<file path="config.mk">
export PLATFORM = sky130hd
export DESIGN_NAME = tm_slave_tag_return
export DESIGN_NICKNAME = d
export VERILOG_FILES = /design/src/rtl/tm_slave_tag_return.sv
export SDC_FILE = /design/constraint.sdc
export NUM_CORES = 1
export LEC_CHECK = 0
export CAP_MARGIN = 20
export CORE_MARGIN = 4
export CORE_UTILIZATION = 45
export DETAILED_ROUTE_END_ITERATION = 8
export PLACE_DENSITY = 0.81
export SYNTH_ARGS = -nofsm -noshare
export SYNTH_HDL_FRONTEND = slang
export SYNTH_SLANG_ARGS = --single-unit
export TNS_END_PERCENT = 30
</file>
<file path="constraint.sdc">
create_clock -name clk -period 8.6 [get_ports clk]
set_clock_uncertainty 0.2 [all_clocks]
set_input_delay 2.58 -clock clk [delete_from_list [all_inputs] [get_ports clk]]
set_output_delay 2.58 -clock clk [all_outputs]
set_load 0.1 [all_outputs]
</file>
<file path="src/rtl/tm_slave_tag_return.sv">
// ---------------------------------------------------------------------------
// tm_slave_tag_return
//
// Slave-side credit shell. It sits between the NoC request/response ports
// and a slave module that knows nothing about tags. Each accepted request
// leaves its tag in an in-order tag FIFO. Each response the module produces
// takes the oldest tag from that FIFO. The tagged response then waits in a
// small first-word-fall-through FIFO until the packetiser accepts it. The
// master on the far side uses the tag to reorder responses that come back
// from several slaves.
//
// Ports
//   clk, rst                  clock, synchronous active-high reset
//   req_valid_in/tag/data     request from dpkt
//   req_ready_out             ready to dpkt (module ready and tag FIFO not full)
//   req_valid_out/data_out    request forwarded to the slave module
//   req_ready_in              slave module ready for a request
//   resp_valid_in/data_in     response from the slave module
//   resp_ready_out            response FIFO has room
//   resp_valid_out/tag/data   head of the response FIFO, to pkt
//   resp_ready_in             pkt ready
//   outstanding_count         number of tags currently held
//   orphan_err                sticky: a response arrived while no tag was held
// ---------------------------------------------------------------------------
module tm_slave_tag_return #(
    parameter int WIDTH_TAG       = 8,
    parameter int WIDTH_DATA_IN   = 36,
    parameter int WIDTH_DATA_OUT  = 36,
    parameter int MAX_OUTSTANDING = 8,
    parameter int RESP_DEPTH      = 4
) (
    input  logic                                     clk,
    input  logic                                     rst,
    input  logic                                     req_valid_in,
    input  logic [WIDTH_TAG-1:0]                     req_tag_in,
    input  logic [WIDTH_DATA_IN-1:0]                 req_data_in,
    output logic                                     req_ready_out,
    output logic                                     req_valid_out,
    output logic [WIDTH_DATA_IN-1:0]                 req_data_out,
    input  logic                                     req_ready_in,
    input  logic                                     resp_valid_in,
    input  logic [WIDTH_DATA_OUT-1:0]                resp_data_in,
    output logic                                     resp_ready_out,
    output logic                                     resp_valid_out,
    output logic [WIDTH_TAG-1:0]                     resp_tag_out,
    output logic [WIDTH_DATA_OUT-1:0]                resp_data_out,
    input  logic                                     resp_ready_in,
    output logic [$clog2(MAX_OUTSTANDING+1)-1:0]     outstanding_count,
    output logic                                     orphan_err
);

    localparam int TAG_AW  = $clog2(MAX_OUTSTANDING);
    localparam int CNT_W   = $clog2(MAX_OUTSTANDING + 1);
    localparam int RESP_AW = $clog2(RESP_DEPTH);

    // The depth is a power of two, so CNT_W == TAG_AW + 1. The tag pointers
    // therefore carry the extra wrap bit, and their difference is the
    // occupancy directly.
    localparam logic [CNT_W-1:0] TAG_MAX = CNT_W'(MAX_OUTSTANDING);
    localparam logic [CNT_W-1:0] TAG_ONE = CNT_W'(1);
    localparam logic [RESP_AW:0] RESP_ONE = (RESP_AW + 1)'(1);

    // ---------------------------------------------------------------- storage
    logic [WIDTH_TAG-1:0]      tag_mem_q       [MAX_OUTSTANDING];
    logic [WIDTH_TAG-1:0]      resp_tag_mem_q  [RESP_DEPTH];
    logic [WIDTH_DATA_OUT-1:0] resp_data_mem_q [RESP_DEPTH];

    logic [CNT_W-1:0] tag_wr_ptr_q, tag_wr_ptr_d;
    logic [CNT_W-1:0] tag_rd_ptr_q, tag_rd_ptr_d;
    logic [RESP_AW:0] resp_wr_ptr_q, resp_wr_ptr_d;
    logic [RESP_AW:0] resp_rd_ptr_q, resp_rd_ptr_d;
    logic             orphan_q, orphan_d;

    // ------------------------------------------------------------ status
    logic [CNT_W-1:0]     tag_count;
    logic                 tag_full, tag_empty;
    logic                 resp_full, resp_empty;
    logic                 req_push, resp_accept, tag_pop, resp_pop;
    logic [WIDTH_TAG-1:0] head_tag;

    assign tag_count = tag_wr_ptr_q - tag_rd_ptr_q;
    assign tag_full  = (tag_count == TAG_MAX);
    assign tag_empty = (tag_count == '0);

    assign resp_empty = (resp_wr_ptr_q == resp_rd_ptr_q);
    assign resp_full  = (resp_wr_ptr_q[RESP_AW] != resp_rd_ptr_q[RESP_AW]) &&
                        (resp_wr_ptr_q[RESP_AW-1:0] == resp_rd_ptr_q[RESP_AW-1:0]);

    // ------------------------------------------------------- request path
    // Pure combinational pass-through. A full tag FIFO blocks both
    // directions, so the module never sees a request whose tag was dropped.
    assign req_valid_out = req_valid_in & ~tag_full;
    assign req_data_out  = req_data_in;
    assign req_ready_out = req_ready_in & ~tag_full;
    assign req_push      = req_valid_in & req_ready_out;

    // ------------------------------------------------------ response path
    // No bypass on a full response FIFO. Accept depends only on local state,
    // which keeps resp_ready_out free of a path from resp_ready_in.
    assign resp_ready_out = ~resp_full;
    assign resp_accept    = resp_valid_in & resp_ready_out;
    assign tag_pop        = resp_accept & ~tag_empty;
    assign resp_pop       = ~resp_empty & resp_ready_in;

    // An orphan response gets tag 0. The memory contents are stale when the
    // FIFO is empty, so they must not leak out as a tag.
    assign head_tag = tag_empty ? '0 : tag_mem_q[tag_rd_ptr_q[TAG_AW-1:0]];

    assign resp_valid_out    = ~resp_empty;
    assign resp_tag_out      = resp_tag_mem_q[resp_rd_ptr_q[RESP_AW-1:0]];
    assign resp_data_out     = resp_data_mem_q[resp_rd_ptr_q[RESP_AW-1:0]];
    assign outstanding_count = tag_count;
    assign orphan_err        = orphan_q;

    // ------------------------------------------------------ next state
    // NOTE: every next-state signal takes its hold value first, so no path
    // through this block can leave one unassigned and infer a latch.
    always_comb begin
        tag_wr_ptr_d  = tag_wr_ptr_q;
        tag_rd_ptr_d  = tag_rd_ptr_q;
        resp_wr_ptr_d = resp_wr_ptr_q;
        resp_rd_ptr_d = resp_rd_ptr_q;
        orphan_d      = orphan_q;

        if (req_push)    tag_wr_ptr_d  = tag_wr_ptr_q + TAG_ONE;
        if (tag_pop)     tag_rd_ptr_d  = tag_rd_ptr_q + TAG_ONE;
        if (resp_accept) resp_wr_ptr_d = resp_wr_ptr_q + RESP_ONE;
        if (resp_pop)    resp_rd_ptr_d = resp_rd_ptr_q + RESP_ONE;
        if (resp_accept && tag_empty) orphan_d = 1'b1;
    end

    // NOTE: state is updated with non-blocking assignments. All registers
    // then sample the same pre-edge values, and this reset is sampled on the
    // clock edge rather than acting asynchronously.
    always_ff @(posedge clk) begin
        if (rst) begin
            tag_wr_ptr_q  <= '0;
            tag_rd_ptr_q  <= '0;
            resp_wr_ptr_q <= '0;
            resp_rd_ptr_q <= '0;
            orphan_q      <= 1'b0;
        end else begin
            tag_wr_ptr_q  <= tag_wr_ptr_d;
            tag_rd_ptr_q  <= tag_rd_ptr_d;
            resp_wr_ptr_q <= resp_wr_ptr_d;
            resp_rd_ptr_q <= resp_rd_ptr_d;
            orphan_q      <= orphan_d;
        end
    end

    // NOTE: the FIFO storage arrays are deliberately not reset. Emptiness is
    // carried entirely by the pointers, and entries are never read before
    // they have been written.
    always_ff @(posedge clk) begin
        if (req_push) begin
            tag_mem_q[tag_wr_ptr_q[TAG_AW-1:0]] <= req_tag_in;
        end
        if (resp_accept) begin
            resp_tag_mem_q[resp_wr_ptr_q[RESP_AW-1:0]]  <= head_tag;
            resp_data_mem_q[resp_wr_ptr_q[RESP_AW-1:0]] <= resp_data_in;
        end
    end

endmodule

</file>
==> impl_metrics.ini <==
[yosys]
syn_inst = 496
synth_seq_cells = 260
syn-num-nets = 593
avgSynthCellArea_um2 = 20.5
yosys.area_share.simple = 0.0300
yosys.area_share.xor_xnor = 0.00861
synth-seq-area-share = 0.748
synth_cell_types = 41
synth_compound_area_frac = 0.0144
synth_area_um2 = 10200
yosysWarnings = 0
synth_top_family_by_area = multiplexers
synthAdderAreaFrac = 0.0143
muxShareOfSynthArea = 0.146

[setup_path]
crit_top_cell = clkdlybuf4s50_1
end_kind = primary output
critPathBufInv = 2
critPathLaunchType = primary input
slowest_stage = clkdlybuf4s50_1
required_ps = 5820
path_class = primary input to primary output
crit_arrival_ps = 4440
crit_chain = clkdlybuf4s50_1 -> a21boi_0 -> clkdlybuf4s50_1
max_stage_delay_ps = 1160
critPathMaxFanout = 3
cp_top_family = buffers and inverters

[global_routing]
grt_max_degree = 45
track_usage = 0.144
grt_pass1_vias = 5019
antenna_found_initial = 0
grt_overflow = 0
grt_pass1_wl_mm = 27.8

[layout]
layout_common_cells = edfxtp_1 (240), clkdlybuf4s50_1 (102), mux4_2 (60)
drive_gt1_frac = 0.207
diodes = 0
syn_to_final_growth_pct = 19.4
seq_area_um2 = 7610
finalNetCount = 676
layout_commonest_cell = edfxtp_1
instances_no_fill = 878
finish.instance_area_um2 = 12200
fillCellCount = 1659
multi_input_area_um2 = 2170
finish.utilization = 0.552

[clocking]
cts_tree = done
post_cts_buffers = 0
clk_pin_slew_ps = 60
cts.path.max_buffers = 3
root_buffer = clkbuf_16
clock-sinks = 260
cts_resized = 0
cts_max_level = 1
ctsHoldBuffers = 0
clock_latency_ps = 510
cts-buffers-inserted = 26

[timing]
tightest_slew_ps = 1070
tns_ps = 0
slew-limit-headroom = 0.285
rsz0062_at_grt = false
hold_violations = 0
post-route-period-util = 0.840
fmax_ghz = 0.138
report.final.setup_viol = 0
post-route-min-period_ps = 7220
whs_ps = 285
drv_slew = 0
fin_ws_ps = 1380

[power]
leakage_nw = 3.91
ir_worst_vdd_mv = 0.254
p_per_area_nw_per_um2 = 328
power_mw = 3.99

[route]
ant_nets = 0
post_drt_wl_per_cell_um = 20.7
dr_total_vias = 4734
drt-total-wl_mm = 18.2
drc = 0
firstDrtPassIters = 6
drt_iter0_markers = 262
viasPerCell = 5.39

[placement]
dp.cells = 830
dpl_cell_area_um2 = 11300
finalWeightedCongestion = 0.763
io_buffers = 102
hpwlAfterDp_mm = 11.3
place_ws_ps = 1390

[die]
io_pins = 175
core_um2 = 22000
rows = 54
start_util = 0.462
die_h_um = 158
die_w_um = 158
die-area_um2 = 25100

[hold_path]
hold_class = flop to flop

[run_status]
status = complete, no violations

[flow_run]
maxCapViolations = 0
-- cell families after synthesis --
kind of cell               Yosys count
AOI/OAI and AO/OA                   19
xor gates and xnor gates            10
buffers and inverters               66
DFF                                260
muxes                               73
adders and majority gates           11
and+or+nand+nor                     57
-- final cells by class --
class / instances / area share
clock buffer: 36 / 0.0600
inverter: 9 / 0.00278
multi-input combinational: 170 / 0.179
tap: 280 / 0.0288
clock inverter: 11 / 0.0110
timing repair buffer: 112 / 0.0919
sequential: 260 / 0.627
-- flip-flops by register name (all words and copies together), names as in the netlist, named ones only --
| signal | cells |
|---|---|
| resp_data_mem_q | 144 |
| tag_wr_ptr_q | 4 |
| tag_rd_ptr_q | 4 |
| orphan_err | 1 |
| resp_wr_ptr_q | 3 |
| resp_rd_ptr_q | 3 |
| resp_tag_mem_q | 32 |
| tag_mem_q | 64 |
-- worst register-to-register path: cells and delay by family (launching register included) --
kind | cells | cell delay (ps)
DFF | 1 | 590
and+or+nand+nor | 4 | 1530
adders and majority gates | 1 | 320
AOI/OAI and AO/OA | 1 | 270
-- synth_stat cells --
cell type | instances | share of area
nor3b_2 | 2 | 0.0025
nand4_1 | 1 | 0.00062
nand2_2 | 1 | 0.00062
mux2_1 | 3 | 0.0033
nor3_2 | 1 | 0.00098
nor2b_1 | 2 | 0.0012
a31oi_4 | 1 | 0.0021
nor3b_1 | 2 | 0.0015
and3b_1 | 1 | 0.00086
a21oi_1 | 9 | 0.0044
xnor2_1 | 4 | 0.0034
mux2i_1 | 10 | 0.0098
xor2_1 | 6 | 0.0052
edfxtp_1 | 240 | 0.71
a21boi_4 | 1 | 0.0018
nand2b_1 | 2 | 0.0012
a21boi_0 | 1 | 0.00074
ha_1 | 10 | 0.012
a31o_1 | 1 | 0.00086
mux4_2 | 60 | 0.13
buf_2 | 7 | 0.0034
clkbuf_1 | 10 | 0.0037
or3_1 | 2 | 0.0012
buf_4 | 37 | 0.027
buf_1 | 3 | 0.0011
inv_1 | 9 | 0.0033
o31a_1 | 1 | 0.00086
nand3_1 | 2 | 0.00098
fa_1 | 1 | 0.0020
and2_1 | 5 | 0.0031
dfxtp_1 | 20 | 0.039
a21o_1 | 1 | 0.00074
or3b_2 | 1 | 0.00086
o21ai_0 | 2 | 0.00098
a311o_1 | 1 | 0.00098
nor3_1 | 3 | 0.0015
nand3b_1 | 1 | 0.00074
or3_4 | 1 | 0.0011
o21ai_2 | 1 | 0.00086
nor2_1 | 24 | 0.0089
nand2_1 | 6 | 0.0022
-- final timing paths --
path / start / endpoint / slack [ps] / depth (start not counted)
max reg2reg: tag_wr_ptr_q[1]$_SDFFE_PP0P_ / tag_mem_q[6][2]$_DFFE_PP_ / 5310 / 6
max: req_ready_in / req_ready_out / 1380 / 3
min: orphan_err$_SDFFE_PP0P_ / orphan_err$_SDFFE_PP0P_ / 290 / 2
min reg2reg: orphan_err$_SDFFE_PP0P_ / orphan_err$_SDFFE_PP0P_ / 290 / 2
-- report_power, final --
| part | switching [mW] | leakage (nW) | internal (mW) |
|---|---|---|---|
| combinational | 0.909 | 1.13 | 0.380 |
| sequential | 0.0744 | 2.36 | 1.51 |
| clock | 0.436 | 0.419 | 0.681 |
-- metal layers --
| layer | global-route usage | part of all wire |
|---|---|---|
| met1 | 0.186 | 0.41 |
| met5 | 0 | 0 |
| met2 | 0.251 | 0.51 |
| met3 | 0.0258 | 0.053 |
| met4 | 0.0414 | 0.028 |
Note: power is estimated with default switching activity, not from simulation.
